**src/rtl/mmu_systolic_array_if.sv**
```systemverilog
// rtl/mmu_systolic_array_if.sv - feeder to MMU operand/result bundle
//
// Purpose: carries the skewed operand streams and clear from the feeder into
//          the 2x2 systolic array, and the four accumulators plus the
//          result-valid flag back out.
// Signals:
//   clear                  flush of accumulators, pipeline and step counter
//   a_data0, a_data1       row operands entering from the left (DATA_W)
//   b_data0, b_data1       column operands entering from the top (DATA_W)
//   c00, c01, c10, c11     per-PE accumulators (ACC_W, two's complement)
//   valid                  all four results final for a standard schedule
// Modports: master = feeder, slave = array.
interface mmu_systolic_array_if #(
  parameter int DATA_W = 8,
  parameter int ACC_W  = 16
);
  logic              clear;
  logic [DATA_W-1:0] a_data0;
  logic [DATA_W-1:0] a_data1;
  logic [DATA_W-1:0] b_data0;
  logic [DATA_W-1:0] b_data1;
  logic [ACC_W-1:0]  c00;
  logic [ACC_W-1:0]  c01;
  logic [ACC_W-1:0]  c10;
  logic [ACC_W-1:0]  c11;
  logic              valid;

  modport master (
    output clear, a_data0, a_data1, b_data0, b_data1,
    input  c00, c01, c10, c11, valid
  );

  modport slave (
    input  clear, a_data0, a_data1, b_data0, b_data1,
    output c00, c01, c10, c11, valid
  );
endinterface

```
**src/rtl/mmu_systolic_array.sv**
```systemverilog
// rtl/mmu_systolic_array.sv - 2x2 output-stationary systolic array
//
// Purpose: computes C = A x B for 2x2 signed operands fed on a diagonal skew.
//          Each PE multiplies its left (a) and top (b) operands, adds the
//          product into its own accumulator and forwards the operands right
//          and down one cycle later.
// Ports:
//   clk    rising-edge clock
//   rst_n  asynchronous active-low reset
//   mmu    slave side of mmu_systolic_array_if (operands, clear, results)
module mmu_systolic_array #(
  parameter int DATA_W = 8,
  parameter int ACC_W  = 16
) (
  input  logic                 clk,
  input  logic                 rst_n,
  mmu_systolic_array_if.slave  mmu
);

  // Signed multiply-accumulate with wrap. Sign-extending both operands to
  // ACC_W before multiplying gives the low ACC_W bits of the full product.
  function automatic logic [ACC_W-1:0] mac(
    input logic [ACC_W-1:0]  acc,
    input logic [DATA_W-1:0] a,
    input logic [DATA_W-1:0] b
  );
    logic signed [ACC_W-1:0] ax;
    logic signed [ACC_W-1:0] bx;
    ax = ACC_W'($signed(a));
    bx = ACC_W'($signed(b));
    return acc + ACC_W'(ax * bx);
  endfunction

  logic [ACC_W-1:0]  acc00, acc01, acc10, acc11;
  // Forwarding registers. Only operands that reach a neighbouring PE are
  // kept; the a_out of the right column and b_out of the bottom row leave
  // the array with no consumer.
  logic [DATA_W-1:0] a_out00, a_out10;
  logic [DATA_W-1:0] b_out00, b_out01;
  logic [2:0]        step;

  always_ff @(posedge clk or negedge rst_n) begin
    if (!rst_n) begin
      acc00   <= '0;
      acc01   <= '0;
      acc10   <= '0;
      acc11   <= '0;
      a_out00 <= '0;
      a_out10 <= '0;
      b_out00 <= '0;
      b_out01 <= '0;
      step    <= '0;
    end else if (mmu.clear) begin
      acc00   <= '0;
      acc01   <= '0;
      acc10   <= '0;
      acc11   <= '0;
      a_out00 <= '0;
      a_out10 <= '0;
      b_out00 <= '0;
      b_out01 <= '0;
      step    <= '0;
    end else begin
      acc00   <= mac(acc00, mmu.a_data0, mmu.b_data0);
      acc01   <= mac(acc01, a_out00,     mmu.b_data1);
      acc10   <= mac(acc10, mmu.a_data1, b_out00);
      acc11   <= mac(acc11, a_out10,     b_out01);
      a_out00 <= mmu.a_data0;
      a_out10 <= mmu.a_data1;
      b_out00 <= mmu.b_data0;
      b_out01 <= mmu.b_data1;
      // Saturate so valid stays high while results are held.
      if (step != 3'd7) begin
        step <= step + 3'd1;
      end
    end
  end

  assign mmu.c00   = acc00;
  assign mmu.c01   = acc01;
  assign mmu.c10   = acc10;
  assign mmu.c11   = acc11;
  // step >= 4 is exactly its MSB.
  assign mmu.valid = step[2];

endmodule

```
**src/flat_wrapper.sv**
```systemverilog
// flat-port wrapper written by rule: the top's interface ports become plain ports
module mmu_systolic_array_flat 
#(
  parameter int DATA_W = 8,
  parameter int ACC_W  = 16
)
  (clk, rst_n, mmu_clear, mmu_a_data0, mmu_a_data1, mmu_b_data0, mmu_b_data1, mmu_c00, mmu_c01, mmu_c10, mmu_c11, mmu_valid);
  mmu_systolic_array_if #(.DATA_W(DATA_W), .ACC_W(ACC_W)) mmu_i ();
  input  logic clk;
  input  logic rst_n;
  input wire logic [$bits(mmu_i.clear)-1:0] mmu_clear;
  input wire logic [$bits(mmu_i.a_data0)-1:0] mmu_a_data0;
  input wire logic [$bits(mmu_i.a_data1)-1:0] mmu_a_data1;
  input wire logic [$bits(mmu_i.b_data0)-1:0] mmu_b_data0;
  input wire logic [$bits(mmu_i.b_data1)-1:0] mmu_b_data1;
  output wire logic [$bits(mmu_i.c00)-1:0] mmu_c00;
  output wire logic [$bits(mmu_i.c01)-1:0] mmu_c01;
  output wire logic [$bits(mmu_i.c10)-1:0] mmu_c10;
  output wire logic [$bits(mmu_i.c11)-1:0] mmu_c11;
  output wire logic [$bits(mmu_i.valid)-1:0] mmu_valid;
  assign mmu_i.clear = mmu_clear;
  assign mmu_i.a_data0 = mmu_a_data0;
  assign mmu_i.a_data1 = mmu_a_data1;
  assign mmu_i.b_data0 = mmu_b_data0;
  assign mmu_i.b_data1 = mmu_b_data1;
  assign mmu_c00 = mmu_i.c00;
  assign mmu_c01 = mmu_i.c01;
  assign mmu_c10 = mmu_i.c10;
  assign mmu_c11 = mmu_i.c11;
  assign mmu_valid = mmu_i.valid;
  mmu_systolic_array #(.DATA_W(DATA_W), .ACC_W(ACC_W)) u_core (.clk(clk), .rst_n(rst_n), .mmu(mmu_i));
endmodule
```
**config.mk**
```make
export PLATFORM = sky130hd
export DESIGN_NAME = mmu_systolic_array_flat
export DESIGN_NICKNAME = d
export VERILOG_FILES = /design/src/rtl/mmu_systolic_array_if.sv /design/src/rtl/mmu_systolic_array.sv /design/src/flat_wrapper.sv
export SDC_FILE = /design/constraint.sdc
export NUM_CORES = 1
export LEC_CHECK = 0
export BUFFER_PORTS_ARGS = -buffer_cell sky130_fd_sc_hd__buf_2
export CELL_PAD_IN_SITES_DETAIL_PLACEMENT = 0
export CELL_PAD_IN_SITES_GLOBAL_PLACEMENT = 1
export CORE_MARGIN = 3
export CORE_UTILIZATION = 50
export CTS_CLUSTER_DIAMETER = 120
export DETAILED_ROUTE_END_ITERATION = 12
export GPL_TIMING_DRIVEN = 0
export MAX_ROUTING_LAYER = met4
export PLACE_DENSITY = 0.91
export SYNTH_ARGS = -nofsm -noshare
export SYNTH_HDL_FRONTEND = slang
export SYNTH_SLANG_ARGS = --single-unit
```
**constraint.sdc**
```tcl
create_clock -name clk -period 6 [get_ports clk]
set_input_delay 0.6 -clock clk [delete_from_list [all_inputs] [get_ports clk]]
set_output_delay 0.6 -clock clk [all_outputs]
set_load 0.05 [all_outputs]
```
== Yosys cells after proc, flatten, opt, wreduce, memory -nomap -nowiden ==
Index checks and enable logic that the tools add are counted.

* Equal/unequal tests: 1
* Div/mod/pow operators: 0
* Order comparisons: 0
* Multiply operators: 4
* Reductions and logical operators: 1
* Mux-type cells: 10
* Shifts and indexed selects: 0
* Bitwise logic cells: 0
* Add/sub/neg operators: 5

{| class="wikitable"
|+ Operators by type and width
! cell !! count
|-
| $add A16 B16 Y16 || 4
|-
| $mul A8 B8 Y16 || 4
|-
| $mux W16 || 4
|-
| $mux W8 || 4
|-
| $mux W3 || 2
|-
| $add A3 B1 Y3 const B || 1
|-
| $ne A3 B3 Y1 const B || 1
|-
| $reduce_bool A2 Y1 || 1
|}

* Memories kept: 0
* Bits in registers: 99
* Bits of input ports: 35
* ROM bits: 0
* Logic and storage cells: 30
* Output and inout bits: 65
* Memory bits (writable): 0
* Latch bits: 0

== Longest topological paths before layout ==
Gate-level depths: netlist of the first run.

* Depth in word-level cells: 3
* Mapped depth: 19
* Gate-level depth less buffers: 18

== Worst setup path before layout of the first run ==
Ideal clock, no wire load.

* Kind: input-to-reg
* From: input mmu_b_data1[0]
* To: register u_core.acc01[15] (netlist: u_core.mmu.c01[15])
* Data required time: 5.922 ns
* Slack: 0.849 ns
* Library setup time: 0.078 ns
* Data arrival time: 5.073 ns
* Cell stages on the path: 15
* Buffers on the path: 1
* Path through: clkbuf_1 > and2_1 > inv_1 > fa_1 > inv_1 > fa_1 > fa_1 > fa_1 > fa_1 > ha_1 > a2111o_1 > o21ai_0 > a31oi_1 > or3_1 > a21oi_1

* Word-level cells in the longest chain between the ends: 3

{| class="wikitable"
|+ RTL lines
! item !! line !! source
|-
| start, declared || flat_wrapper.sv:15 || <nowiki>input wire logic [$bits(mmu_i.b_data1)-1:0] mmu_b_data1;</nowiki>
|-
| $mul A8 B8 Y16 || mmu_systolic_array.sv:31 || <nowiki>return acc + ACC_W'(ax * bx);</nowiki>
|-
| $add A16 B16 Y16 || mmu_systolic_array.sv:31 ||
|-
| $mux W16 || mmu_systolic_array.sv:53 || <nowiki>end else if (mmu.clear) begin</nowiki>
|-
| end signal, assigned || mmu_systolic_array.sv:65 || <nowiki>acc01 <= mac(acc01, a_out00, mmu.b_data1);</nowiki>
|-
| end, declared || mmu_systolic_array.sv:34 || <nowiki>logic [ACC_W-1:0] acc00, acc01, acc10, acc11;</nowiki>
|}

Every way passes these cells.
A chain may end at the register's enable or synchronous reset.

== Worst setup path in the final report of the first run ==
* From: register u_core.b_out01[0]
* To: register u_core.acc11[15] (netlist: u_core.mmu.c11[15])

* Word-level cells in the longest chain between the ends: 3

{| class="wikitable"
|+ RTL lines
! item !! line !! source
|-
| start, declared || mmu_systolic_array.sv:39 || <nowiki>logic [DATA_W-1:0] b_out00, b_out01;</nowiki>
|-
| start signal, assigned || mmu_systolic_array.sv:71 || <nowiki>b_out01 <= mmu.b_data1;</nowiki>
|-
| $mul A8 B8 Y16 || mmu_systolic_array.sv:31 ||
|-
| $add A16 B16 Y16 || mmu_systolic_array.sv:31 ||
|-
| $mux W16 || mmu_systolic_array.sv:53 ||
|-
| end signal, assigned || mmu_systolic_array.sv:67 || <nowiki>acc11 <= mac(acc11, a_out10, b_out01);</nowiki>
|-
| end, declared || mmu_systolic_array.sv:34 ||
|}

Every way passes these cells.

==> results.yml, run 1 <==
synth:
  synth_top_cell_by_area: "sky130_fd_sc_hd__fa_1"
  synth_seq_cells: 99
  synth_top_area_share_pct: 38.9
  post_synth_instance_area_um2: 14600
  async_flop_share_pct: 100
  seq_area_frac_synth_pct: 17.0
  synthesis.nets: 1903
  yosys-top-cells-area: "sky130_fd_sc_hd__fa_1, sky130_fd_sc_hd__dfrtp_1, sky130_fd_sc_hd__ha_1"
  synth_warnings: 0
  synth_area_per_cell_um2: 10.2
  synth_ff_type: "sky130_fd_sc_hd__dfrtp_1"
  synth.lib_cells_used.distinct: 31
  synth_edf_count: 0
  netlist_instances: 1434
final_layout:
  layout-drive-gt1-share_pct: 7.14
  layout_commonest_cell: "sky130_fd_sc_hd__inv_1"
  utilization_pct: 56.2
  fill_cells: 2542
  layout.nets: 2005
  area_growth_pct: 8.64
  most-common-layout-cells: "sky130_fd_sc_hd__inv_1, sky130_fd_sc_hd__fa_1, sky130_fd_sc_hd__ha_1"
placement:
  place.gp.congestion: 0.876
  port_buffers: 90
  detailed_place_hpwl_um: 26200
  dpl_worst_slack_ns: 0.215
die:
  dieArea_um2: 31300
  placementRows: 61
  die_h_um: 177
  initial_core_util_pct: 51.7
  io_pins: 100
  die_x_um: 177
  design.core.area_um2: 28200
grt:
  grt_first_pass_wirelength_um: 55200
  overflow: 0
  antenna_violations_before_repair: 1
  number_of_global_route_vias_before_repair: 11400
  gr-usage-all-layers_pct: 22.6
  maximum_number_of_pins_on_one_net_before_global_route_repair: 51
sta:
  finClkSkew_ns: 0.00869
  worst_hold_slack_ns: 0.289
  setup_viol: 0
  final_min_period_over_clock_period_pct: 90.7
  timing.final.max_slew_violations: 0
  post_route_minimum_period_ns: 5.44
  max_freq_ghz: 0.184
  hold_violation_count_in_the_final_report: 0
  post_route_setup_tns_ns: 0
  post-route-worst-setup-slack_ns: 0.555
  max_slew_margin_pct: 41.7
  tightest_slew_ns: 0.875
  rsz0062_at_grt: "no"
setup_path:
  critical_path_peak_fanout: 9
  worstReg2RegEnd: "u_core.mmu.c11[15]$_DFF_PN0_"
  cp_cell_sequence: "and2_1, inv_1, fa_1, inv_1, fa_1, fa_1, fa_1, fa_1, ha_1, a2111o_1, o21ai_0, a31oi_1, or3_1, a21oi_1"
  largest_stage_delay_on_the_critical_path_ns: 0.57
  critical_path_arrival_ns: 5.71
  r2r_setup_slack_ns: 0.56
  worst_setup_path_startpoint: "u_core.b_out01[0]$_DFF_PN0_"
  worstRegToRegCells: 14
  endpoint_kind_of_the_worst_setup_timing_path: "flop"
  critical_path_buf_inv_count: 2
  critical-path-top-cell-by-count: "sky130_fd_sc_hd__fa_1"
  crit_family: "adder cells"
  startpoint_type: "flop"
  required_ns: 6.27
  crit_type: "reg2reg"
  critical_path.slowest_cell: "sky130_fd_sc_hd__fa_1"
  r2r-start: "u_core.b_out01[0]$_DFF_PN0_"
drt:
  drt_pass1_iterations: 4
  drt_drc_violations_left: 0
  ant_nets: 0
  drt_first_iter_violations: 448
  detail_route.wirelength_um: 31000
  routed_wire_length_per_instance_um: 16.1
  num_vias: 9903
  route.detailed.vias_per_inst: 5.16
power:
  combPwrFrac_pct: 77.9
  total_switching_power_mw: 3.86
  irDropWorstVdd_mv: 0.519
  share_seq_of_total_power_pct: 13.7
  power.share.switching_pct: 51.4
  report.power.total_mw: 7.51
  leakage_nw: 8.32
  clock_power_share_pct: 8.4
  internal_power_mw: 3.65
  cellPowerDensity_nw_per_um2: 473
flow_run:
  drv.max_cap_violation_count: 0
cts:
  htree_levels: 3
  clock_tree.root_cell: "sky130_fd_sc_hd__clkbuf_16"
  clk-insertion-delay-late_ns: 0.37
  ctsLongestPathBuffers: 2
  post_cts_resized: 0
  cts_sinks: 99
  cts_buf_count: 9
  post_cts_repair_setup_buffers: 0
  clock_slew_at_reported_path_ffs_ns: 0.08
  tritoncts: "done"
  cts_hold_fix_bufs: 0
run_status:
  run_status: "completed"
min_path:
  holdCritPathClass: "in2async"
==> flip-flops by register name (all words and copies together), names as in the netlist <==
name,flops
u_core.a_out10,8
u_core.b_out00,8
u_core.b_out01,8
u_core.mmu.c00,16
u_core.a_out00,8
u_core.mmu.c11,16
u_core.mmu.c01,16
u_core.mmu.c10,16
u_core.step,3
==> power by group through the flow <==
stage | Clock [mW] | Sequential, mW | Combinational, mW
5_1_grt | 0.674 | 1.05 | 6.71
4_1_cts | 0.641 | 1.03 | 5.90
2_1_floorplan | 0 | 1.49 | 4.12
3_3_place_gp | 0 | 1.04 | 5.65
6_report | 0.634 | 1.03 | 5.84
3_5_place_dp | 0 | 1.04 | 5.81
==> worst reg2reg max path, delay by kind of cell (launching register included) <==
family	cells	cell delay, ns
AO/OA/AOI/OAI	4	1.05
adder cells (fa/ha/maj)	6	2.69
AND/OR/NAND/NOR	2	0.87
buffers and inverters	2	0.18
flip-flops	1	0.55
==> layout make-up <==
class / count / area, um^2 / share of cell area, %
Multi-Input combinational cell: 1018 / 10900 / 68.9
Sequential cell: 99 / 2480 / 15.6
Inverter: 296 / 1110 / 7.01
Timing Repair Buffer: 91 / 480 / 3.03
Tap cell: 378 / 473 / 2.98
Clock buffer: 10 / 229 / 1.44
Buffer: 21 / 78.8 / 0.497
Clock inverter: 6 / 76.3 / 0.481
Antenna cell: 1 / 2.50 / 0.0158
==> per-stage QoR <==
step,instance area [um^2],std cells
finish,15900,1920
global route,15900,1920
CTS,15900,1919
detailed placement,15600,1903
global placement,15500,1902
floorplan,14600,1434
==> worst max-delay path by stage <==
stage,to,depth (start not counted)
after floorplan,u_core.mmu.c01[15]$_DFF_PN0_,15
after global placement,u_core.mmu.c01[15]$_DFF_PN0_,15
after detailed placement,u_core.mmu.c01[15]$_DFF_PN0_,15
after CTS,u_core.mmu.c11[15]$_DFF_PN0_,14
after global routing,u_core.mmu.c11[15]$_DFF_PN0_,14
final,u_core.mmu.c11[15]$_DFF_PN0_,14
==> metal layers <==
metal,global-route usage [%],up-vias,routed length (um)
met5,-,-,0
met3,2.04,62,723
met2,38.4,174,15900
met1,29.0,5123,13500
met4,7.56,0,820
li1,-,4544,-
==> synth_stat cells (all sizes together), types with 12 or more instances <==
cell and count:
o21ai 30, nor2 70, nor3 12, inv 292, xnor2 48, xor2 18
nand2 110, clkbuf 21, and2 129, ha 150, nor2b 58, fa 284
dfrtp 99, a21oi 34
==> cell families after synthesis <==
logic type                 after synthesis  synth area share, %
muxes                                    2                0.137
xor gates and xnor gates                66                 3.96
AOI/OAI and AO/OA                      118                 5.15
buffers and inverters                  317                 8.15
DFF                                     99                 17.0
adders and majority gates              434                 51.8
and+or+nand+nor                        398                 13.8
(Power assumes the default switching activity.)
==> run 2, diff against run 1 <==
- clock period: 6 -> 5.15 ns (I/O delays scaled with it)
==> results.yml, run 2 (synthesized netlist as in run 1, its figures left out) <==
drt:
  drt_pass1_iterations: 5
  drt_first_iter_violations: 468
  num_vias: 9906
  route.detailed.vias_per_inst: 5.16
  detail_route.wirelength_um: 31000
  ant_nets: 0
  drt_drc_violations_left: 0
  routed_wire_length_per_instance_um: 16.2
grt:
  gr-usage-all-layers_pct: 22.6
  antenna_violations_before_repair: 1
  overflow: 0
  maximum_number_of_pins_on_one_net_before_global_route_repair: 51
  number_of_global_route_vias_before_repair: 11400
  grt_first_pass_wirelength_um: 55200
power:
  combPwrFrac_pct: 77.9
  cellPowerDensity_nw_per_um2: 551
  total_switching_power_mw: 4.50
  power.share.switching_pct: 51.4
  share_seq_of_total_power_pct: 13.7
  leakage_nw: 8.35
  clock_power_share_pct: 8.4
  report.power.total_mw: 8.76
  irDropWorstVdd_mv: 0.605
  internal_power_mw: 4.25
final_layout:
  layout.nets: 2005
  layout_commonest_cell: "sky130_fd_sc_hd__inv_1"
  area_growth_pct: 8.90
  layout-drive-gt1-share_pct: 8.31
  stdcell_area_um2: 15900
  most-common-layout-cells: "sky130_fd_sc_hd__inv_1, sky130_fd_sc_hd__fa_1, sky130_fd_sc_hd__ha_1"
  utilization_pct: 56.3
sta:
  hold_violation_count_in_the_final_report: 0
  final_min_period_over_clock_period_pct: 96.4
  worst_hold_slack_ns: 0.202
  tightest_slew_ns: 0.880
  max_freq_ghz: 0.201
  max_slew_margin_pct: 41.3
  finClkSkew_ns: 0.00887
  timing.final.max_slew_violations: 0
  post_route_minimum_period_ns: 4.96
  rsz0062_at_grt: "no"
  post_route_setup_tns_ns: 0
  setup_viol: 0
die:
  placementRows: 61
  die_x_um: 177
  dieArea_um2: 31300
  io_pins: 100
  initial_core_util_pct: 51.7
  design.core.area_um2: 28200
  die_h_um: 177
run_status:
  run_status: "completed"
placement:
  detailed_place_hpwl_um: 26200
  port_buffers: 90
  place.gp.congestion: 0.876
  placed_cell_area_um2: 15600
setup_path:
  cp_cell_sequence: "clkbuf_1, and2_2, fa_1, fa_1, fa_1, fa_1, ha_1, ha_1, a2111o_1, o21ai_0, a31oi_1, or3_1, a21oi_1"
  critical_path_buf_inv_count: 1
  critical_path_peak_fanout: 9
  critical_path.slowest_cell: "sky130_fd_sc_hd__fa_1"
  required_ns: 5.44
  crit_type: "in2reg"
  endpoint_kind_of_the_worst_setup_timing_path: "flop"
  crit_family: "adder cells"
  largest_stage_delay_on_the_critical_path_ns: 0.57
  critical-path-top-cell-by-count: "sky130_fd_sc_hd__fa_1"
  critical_path_arrival_ns: 5.25
  startpoint_type: "input pin"
cts:
  clock_tree.root_cell: "sky130_fd_sc_hd__clkbuf_16"
  tritoncts: "done"
  htree_levels: 3
  ctsLongestPathBuffers: 2
  clk-insertion-delay-late_ns: 0.36
  clock_slew_at_reported_path_ffs_ns: 0.08
  cts_buf_count: 9
  cts_sinks: 99
min_path:
  holdCritPathClass: "in2async"
flow_run:
  drv.max_cap_violation_count: 0
==> run 2: metrics by stage <==
step	cells	worst slack [ns]
2_1_floorplan	1434	0.0839
3_3_place_gp	1902	-0.546
3_5_place_dp	1903	-0.550
4_1_cts	1919	0.0348
5_1_grt	1920	0.00194
6_report	1920	0.186
==> run 2: path summary, 6_finish.rpt <==
path                                              from                            to  slack (ns)  cells after the start
max                                     mmu_b_data1[1]  u_core.mmu.c01[15]$_DFF_PN0_        0.19                     13
min                                              rst_n   u_core.mmu.c00[3]$_DFF_PN0_        0.20                      1
max reg2reg                u_core.a_out00[7]$_DFF_PN0_  u_core.mmu.c01[15]$_DFF_PN0_        0.22                     14
min reg2reg                 u_core.step[0]$_DFFE_PN0P_    u_core.step[0]$_DFFE_PN0P_        0.56                      2
max in group asynchronous                        rst_n   u_core.a_out10[7]$_DFF_PN0_        4.20                      2
min in group clk                        mmu_a_data0[0]   u_core.a_out00[0]$_DFF_PN0_        0.48                      2
==> run 2: final cells by class <==
class	instances	area, um^2
Multi-Input combinational cell	1018	11000
Fill cell	2541	12300
Sequential cell	99	2480
Clock buffer	10	229
Buffer	20	80.1
Clock inverter	6	76.3
Timing Repair Buffer	92	488
Tap cell	378	473
Inverter	296	1110
Antenna cell	1	2.50
==> run 2: what timing repair did <==
action / in CTS / in global routing
pin swaps: 0 / 1
hold buffers: 0 / 0
endpoints found under the hold margin: 0 / 0
gates resized for setup: 10 / 17
setup endpoints to repair: 8 / 9
setup buffers: 0 / 1
==> run 2: power by group through the flow <==
stage                     sequential (mW)  clock (mW)  combinational, mW
after floorplan                      1.74           0               4.80
after global placement               1.21           0               6.59
after detailed placement             1.21           0               6.77
after CTS                            1.20       0.747               6.88
after global routing                 1.23       0.785               7.83
final                                1.20       0.738               6.82
==> run 2: per-layer routing <==
layer / track usage, % / vias up / routed length [um]
met4: 7.56 / 0 / 843
li1: - / 4547 / -
met3: 2.04 / 61 / 784
met1: 29.0 / 5122 / 13500
met5: - / - / 0
met2: 38.4 / 176 / 15900
==> run 2: worst reg2reg max path, stage by stage, from the launching register on <==
cell and delay [ns]:
sky130_fd_sc_hd__dfrtp_2 0.48, sky130_fd_sc_hd__and2_4 0.29, sky130_fd_sc_hd__inv_1 0.07, sky130_fd_sc_hd__fa_1 0.48
sky130_fd_sc_hd__inv_1 0.05, sky130_fd_sc_hd__fa_1 0.48, sky130_fd_sc_hd__fa_1 0.57, sky130_fd_sc_hd__fa_1 0.44
sky130_fd_sc_hd__fa_1 0.45, sky130_fd_sc_hd__ha_1 0.24, sky130_fd_sc_hd__a2111o_1 0.36, sky130_fd_sc_hd__o21ai_0 0.29
sky130_fd_sc_hd__a31oi_1 0.17, sky130_fd_sc_hd__or3_1 0.33, sky130_fd_sc_hd__a21oi_1 0.14
